--- config.mk ---
export PLATFORM = sky130hd
export DESIGN_NAME = regfile_scoreboard_flat
export DESIGN_NICKNAME = d
export VERILOG_FILES = /design/src/rtl/regfile_pkg.sv /design/src/rtl/regfile_scoreboard_if.sv /design/src/rtl/reg_scoreboard.sv /design/src/rtl/regfile_scoreboard.sv /design/src/flat_wrapper.sv
export SDC_FILE = /design/constraint.sdc
export NUM_CORES = 1
export LEC_CHECK = 0
export ABC_AREA = 1
export CAP_MARGIN = 0
export CORE_UTILIZATION = 58
export CTS_CLUSTER_SIZE = 20
export DETAILED_ROUTE_END_ITERATION = 8
export GPL_ROUTABILITY_DRIVEN = 0
export HOLD_SLACK_MARGIN = 0.08
export PLACE_DENSITY_LB_ADDON = 0.2
export SYNTH_ARGS = -nofsm -noshare
export SYNTH_HDL_FRONTEND = slang
export SYNTH_SLANG_ARGS = --single-unit
--- constraint.sdc ---
create_clock -name clk -period 5.5 [get_ports clk]
set_input_delay 0.55 -clock clk [delete_from_list [all_inputs] [get_ports clk]]
set_output_delay 0.55 -clock clk [all_outputs]
set_load 0.01 [all_outputs]
--- src/rtl/regfile_pkg.sv ---
// Shared constants, address-width helper and address type for the register file.
package regfile_pkg;

  localparam int unsigned DATA_W_DEF   = 16;
  localparam int unsigned NUM_REGS_DEF = 8;

  function automatic int unsigned addr_w(input int unsigned n);
    return $clog2(n);
  endfunction

  typedef logic [addr_w(NUM_REGS_DEF)-1:0] reg_addr_t;

endpackage

--- src/rtl/regfile_scoreboard_if.sv ---
// Decode/writeback side bundle of the register file: read ports, write port, issue and scoreboard.
interface regfile_scoreboard_if import regfile_pkg::*; #(
  parameter int unsigned DATA_W   = DATA_W_DEF,
  parameter int unsigned NUM_REGS = NUM_REGS_DEF
) ();

  localparam int unsigned ADDR_W = addr_w(NUM_REGS);

  logic [ADDR_W-1:0]   rd_addr_a;
  logic [ADDR_W-1:0]   rd_addr_b;
  logic [DATA_W-1:0]   rd_data_a;
  logic [DATA_W-1:0]   rd_data_b;
  logic                wr_en;
  logic [ADDR_W-1:0]   wr_addr;
  logic [DATA_W-1:0]   wr_data;
  logic                issue_en;
  logic [ADDR_W-1:0]   issue_addr;
  logic                flush;
  logic                stall;
  logic [NUM_REGS-1:0] busy_vec;

  modport master (
    output rd_addr_a, rd_addr_b, wr_en, wr_addr, wr_data, issue_en, issue_addr, flush,
    input  rd_data_a, rd_data_b, stall, busy_vec
  );

  modport slave (
    input  rd_addr_a, rd_addr_b, wr_en, wr_addr, wr_data, issue_en, issue_addr, flush,
    output rd_data_a, rd_data_b, stall, busy_vec
  );

endinterface

--- src/rtl/reg_scoreboard.sv ---
// Per-register busy tracking with flush > issue > writeback priority and hazard stall.
module reg_scoreboard import regfile_pkg::*; #(
  parameter int unsigned NUM_REGS = NUM_REGS_DEF,
  parameter bit          ZERO_REG = 1'b1,
  parameter bit          BYPASS   = 1'b1,
  localparam int unsigned ADDR_W  = addr_w(NUM_REGS)
) (
  input  logic                clk,
  input  logic                rst,
  input  logic                wr_en,
  input  logic [ADDR_W-1:0]   wr_addr,
  input  logic                issue_en,
  input  logic [ADDR_W-1:0]   issue_addr,
  input  logic [ADDR_W-1:0]   rd_addr_a,
  input  logic [ADDR_W-1:0]   rd_addr_b,
  input  logic                flush,
  output logic                stall_c,
  output logic [NUM_REGS-1:0] busy
);

  logic [NUM_REGS-1:0] busy_nxt;
  logic [NUM_REGS-1:0] eff_busy;
  logic                issue_ok;

  // A register being written back this cycle no longer blocks when its data is forwarded.
  always_comb begin
    eff_busy = busy;
    if (BYPASS && wr_en) eff_busy[wr_addr] = 1'b0;
    if (ZERO_REG) eff_busy[0] = 1'b0;
  end

  assign stall_c = ~rst & issue_en &
                   (eff_busy[rd_addr_a] | eff_busy[rd_addr_b] | eff_busy[issue_addr]);

  assign issue_ok = issue_en & ~stall_c & ~flush &
                    ~(ZERO_REG && (issue_addr == ADDR_W'(0)));

  // Issue is applied after writeback so a new producer keeps the register busy.
  always_comb begin
    busy_nxt = busy;
    if (flush) begin
      busy_nxt = '0;
    end else begin
      if (wr_en)    busy_nxt[wr_addr]    = 1'b0;
      if (issue_ok) busy_nxt[issue_addr] = 1'b1;
    end
  end

  always_ff @(posedge clk or posedge rst) begin
    if (rst) busy <= '0;
    else     busy <= busy_nxt;
  end

endmodule

--- src/rtl/regfile_scoreboard.sv ---
// Two-read/one-write register file with write bypass, optional zero register and busy scoreboard.
module regfile_scoreboard import regfile_pkg::*; #(
  parameter int unsigned DATA_W   = DATA_W_DEF,
  parameter int unsigned NUM_REGS = NUM_REGS_DEF,
  parameter bit          ZERO_REG = 1'b1,
  parameter bit          BYPASS   = 1'b1
) (
  input logic                 clk,
  input logic                 rst,
  regfile_scoreboard_if.slave bus
);

  localparam int unsigned ADDR_W = addr_w(NUM_REGS);

  logic [DATA_W-1:0] regs [NUM_REGS];

  // Zero register beats bypass; reset forces every read to zero.
  function automatic logic [DATA_W-1:0] read_mux(
    input logic              in_rst,
    input logic [ADDR_W-1:0] addr,
    input logic [DATA_W-1:0] stored,
    input logic              wen,
    input logic [ADDR_W-1:0] waddr,
    input logic [DATA_W-1:0] wdata
  );
    logic [DATA_W-1:0] val;
    val = stored;
    if (BYPASS && wen && (waddr == addr)) val = wdata;
    if (ZERO_REG && (addr == ADDR_W'(0))) val = '0;
    if (in_rst) val = '0;
    return val;
  endfunction

  always_ff @(posedge clk or posedge rst) begin
    if (rst) begin
      for (int i = 0; i < int'(NUM_REGS); i++) regs[i] <= '0;
    end else if (bus.wr_en && !(ZERO_REG && (bus.wr_addr == ADDR_W'(0)))) begin
      regs[bus.wr_addr] <= bus.wr_data;
    end
  end

  always_comb begin
    bus.rd_data_a = read_mux(rst, bus.rd_addr_a, regs[bus.rd_addr_a],
                             bus.wr_en, bus.wr_addr, bus.wr_data);
    bus.rd_data_b = read_mux(rst, bus.rd_addr_b, regs[bus.rd_addr_b],
                             bus.wr_en, bus.wr_addr, bus.wr_data);
  end

  reg_scoreboard #(
    .NUM_REGS (NUM_REGS),
    .ZERO_REG (ZERO_REG),
    .BYPASS   (BYPASS)
  ) u_sb (
    .clk        (clk),
    .rst        (rst),
    .wr_en      (bus.wr_en),
    .wr_addr    (bus.wr_addr),
    .issue_en   (bus.issue_en),
    .issue_addr (bus.issue_addr),
    .rd_addr_a  (bus.rd_addr_a),
    .rd_addr_b  (bus.rd_addr_b),
    .flush      (bus.flush),
    .stall_c    (bus.stall),
    .busy       (bus.busy_vec)
  );

endmodule

--- src/flat_wrapper.sv ---
// flat-port wrapper written by rule: the top's interface ports become plain ports
module regfile_scoreboard_flat import regfile_pkg::*;
#(
  parameter int unsigned DATA_W   = DATA_W_DEF,
  parameter int unsigned NUM_REGS = NUM_REGS_DEF,
  parameter bit          ZERO_REG = 1'b1,
  parameter bit          BYPASS   = 1'b1
)
  (clk, rst, bus_rd_addr_a, bus_rd_addr_b, bus_wr_en, bus_wr_addr, bus_wr_data, bus_issue_en, bus_issue_addr, bus_flush, bus_rd_data_a, bus_rd_data_b, bus_stall, bus_busy_vec);
  regfile_scoreboard_if #(.DATA_W(DATA_W), .NUM_REGS(NUM_REGS)) bus_i ();
  input logic clk;
  input logic rst;
  input wire logic [$bits(bus_i.rd_addr_a)-1:0] bus_rd_addr_a;
  input wire logic [$bits(bus_i.rd_addr_b)-1:0] bus_rd_addr_b;
  input wire logic [$bits(bus_i.wr_en)-1:0] bus_wr_en;
  input wire logic [$bits(bus_i.wr_addr)-1:0] bus_wr_addr;
  input wire logic [$bits(bus_i.wr_data)-1:0] bus_wr_data;
  input wire logic [$bits(bus_i.issue_en)-1:0] bus_issue_en;
  input wire logic [$bits(bus_i.issue_addr)-1:0] bus_issue_addr;
  input wire logic [$bits(bus_i.flush)-1:0] bus_flush;
  output wire logic [$bits(bus_i.rd_data_a)-1:0] bus_rd_data_a;
  output wire logic [$bits(bus_i.rd_data_b)-1:0] bus_rd_data_b;
  output wire logic [$bits(bus_i.stall)-1:0] bus_stall;
  output wire logic [$bits(bus_i.busy_vec)-1:0] bus_busy_vec;
  assign bus_i.rd_addr_a = bus_rd_addr_a;
  assign bus_i.rd_addr_b = bus_rd_addr_b;
  assign bus_i.wr_en = bus_wr_en;
  assign bus_i.wr_addr = bus_wr_addr;
  assign bus_i.wr_data = bus_wr_data;
  assign bus_i.issue_en = bus_issue_en;
  assign bus_i.issue_addr = bus_issue_addr;
  assign bus_i.flush = bus_flush;
  assign bus_rd_data_a = bus_i.rd_data_a;
  assign bus_rd_data_b = bus_i.rd_data_b;
  assign bus_stall = bus_i.stall;
  assign bus_busy_vec = bus_i.busy_vec;
  regfile_scoreboard #(.DATA_W(DATA_W), .NUM_REGS(NUM_REGS), .ZERO_REG(ZERO_REG), .BYPASS(BYPASS)) u_core (.clk(clk), .rst(rst), .bus(bus_i));
endmodule
==> results.sh <==
export IMPL_cts_buffers=17
export IMPL_synth_common_cells="248 x nand2_1, 156 x o21ai_0, 136 x dfrtp_1"
export IMPL_slew_headroom_pct=32.9
export IMPL_synth_largest_area_cell="dfrtp_1"
export IMPL_arrival_ns=3.55
export IMPL_core_um2=12600
export IMPL_cts_tree="done"
export IMPL_die_x_um=116
export IMPL_synth_compound_area_share_pct=26.7
export IMPL_drive_gt1_share_pct=7.35
export IMPL_antenna_found_initial=0
export IMPL_min_period_ns=4.10
export IMPL_fin_skew_ns=0.000140
export IMPL_ant_nets=0
export IMPL_syn_nets=1033
export IMPL_synth_xor_area_share_pct=0
export IMPL_synth_top_family_by_area="compound AO/OA/AOI/OAI gates"
export IMPL_async_reset_ff_share_pct=100
export IMPL_ys_types=31
export IMPL_endpoint_kind="output pin"
export IMPL_grt_max_degree=86
export IMPL_initial_utilization_pct=59.7
export IMPL_cts_path_max_buffers=2
export IMPL_slew_viol_final=0
export IMPL_status="finished, final reports clean"
export IMPL_yosysTopAreaCellShare_pct=45.2
export IMPL_drt_iter0_drc=1013
export IMPL_drc=0
export IMPL_dp_cells=1174
export IMPL_critPathRequiredTime_ns=4.95
export IMPL_via_per_inst=6.29
export IMPL_fin_nets=1054
export IMPL_rsz0062_at_grt="no"
export IMPL_overflow=0
export IMPL_clk_pin_slew_ns=0.06
export IMPL_hold_buffers=0
export IMPL_fin_cells=1206
export IMPL_syn_area_um2=7530
export IMPL_routed_wl_mm=23.6
export IMPL_cts_setup_buffers=0
export IMPL_dp_hpwl_mm=13.7
export IMPL_worst_path_max_fanout=26
export IMPL_port_buffers=73
export IMPL_firstDrtPassIters=8
export IMPL_synth_seq_cells=136
export IMPL_avgSynthCellArea_um2=7.53
export IMPL_fin_tns_setup_ns=0
export IMPL_rows=41
export IMPL_grt_usage_pct=36.9
export IMPL_max_cap_violations=0
export IMPL_die_area_um2=13400
export IMPL_fmax_ghz=0.244
export IMPL_seq_area_frac_synth_pct=45.2
export IMPL_synth_area_top_cells="dfrtp_1 45%, nand2_1 12%, o21ai_0 10%"
export IMPL_grt_pass1_vias=7075
export IMPL_die_height_um=116
export IMPL_start_kind="input port"
export IMPL_setup_viol=0
export IMPL_worstSkewPairLatency_ns=0.43
export IMPL_yosys_area_share_simple_pct=20.3
export IMPL_worstHoldPathType="reg2reg"
export IMPL_clkSinkCount=136
export IMPL_root_buffer="clkbuf_16"
export IMPL_ios=74
export IMPL_wl_per_cell_um=19.5
export IMPL_post_cts_resized=0
export IMPL_cts_htree_levels=4
export IMPL_period_share_pct=74.5
export IMPL_yosys_warnings=0
export IMPL_worst_pin_slew_ns=1.01
export IMPL_cellLeakagePower_uw=0.00389
export IMPL_yosysMostFrequentCell="nand2_1"
export IMPL_worstSetupPathType="in2out"
export IMPL_synth_main_ff_cell="dfrtp_1"
export IMPL_synth_edff_count=0
export IMPL_grt_pass1_wl_mm=37.2
export IMPL_ir_worst_vdd_v=0.000265
export IMPL_synthMuxAreaShare_pct=0
export IMPL_hold_viol_final=0
export IMPL_synth_fa_ha_area_share_pct=0
export IMPL_area_delta_synth_final_pct=17.5
export IMPL_power_density_nw_per_um2=339
export IMPL_antenna_diode_count=0
export IMPL_synth_cells=1000
export IMPL_dr_total_vias=7586
flip-flops by register name (all words and copies together), names as in the netlist:
register	cells
u_core.regs	128
u_core.u_sb.busy	8
area by class of cell:
class	instances	area, µm²
Clock buffer	21	470
Inverter	60	231
Timing Repair Buffer	93	871
Multi-Input combinational cell	713	3540
Sequential cell	136	3400
Tap cell	172	215
Clock inverter	11	121
Fill cell	1064	3770
worst max-delay path, cell delays in order:
cell,delay (ns)
clkdlybuf4s50_1,0.44
inv_1,0.45
nand2_1,0.11
a221oi_1,0.26
nand2_1,0.26
inv_2,0.51
nor3_1,0.14
a211oi_1,0.24
clkdlybuf4s50_1,0.58
worst paths after layout:
path / startpoint / end / slack (ns) / cells past startpoint
hold reg to reg: u_core.regs[118] / u_core.regs[118] / 0.40 / 0
hold / removal: u_core.regs[118] / u_core.regs[118] / 0.40 / 0
setup / recovery: bus_rd_addr_b[2] / bus_rd_data_b[12] / 1.40 / 9
setup reg to reg: u_core.u_sb.busy[3] / u_core.u_sb.busy[4] / 4.02 / 7
min in group asynchronous: rst / u_core.regs[17] / 0.43 / 2
max in group asynchronous: rst / u_core.regs[82] / 3.27 / 4
stage by stage:
step	setup slack, ns	power, µW	hold WS [ns]	util, %	area, µm²
3_5_place_dp	1.46	1850	0.390	65.5	8260
2_1_floorplan	0.128	1640	0.451	-	7530
5_1_grt	1.26	3140	0.412	70.1	8850
6_report	1.40	3000	0.402	70.1	8850
3_3_place_gp	1.54	1830	0.388	65.5	8260
4_1_cts	1.48	2990	0.403	70.1	8850
report_power, final:
group	leakage, µW	switching [µW]	internal (µW)
Sequential	0.00174	126	1160
Clock	0.000278	449	701
Combinational	0.00187	339	229
kinds of logic (layout without fill, tap and decap cells):
logic type      Yosys count  count (layout)
simple gates            369             369
buf+inv                 151             185
compound gates          344             344
flops                   136             136
placed cells by master (no fill, tap or decap), drive strengths merged:
cell type,synthesis,layout
nor3,19,19
inv,58,59
bufinv,0,2
a211oi,28,28
o22ai,1,1
clkinvlp,0,5
clkdlybuf4s50,0,71
o21bai,1,1
clkinv,2,5
buf,21,22
o211ai,4,4
a21boi,1,1
a31oi,9,9
a32o,1,1
o221ai,32,32
a221oi,14,14
a311oi,1,1
clkbuf,70,21
nand4,4,4
o21ai,158,158
nor2,38,38
dfrtp,136,136
nand2,257,257
nand3,51,51
a21oi,94,94
routing by layer:
layer	share of wire, %	vias to the layer above	track usage, %
met1	40	3510	49.2
met2	46	511	58.9
met5	0	-	0
met3	10	74	7.79
met4	3.3	0	14.7
li1	-	3491	-
Power figures use the tool's default switching activity.
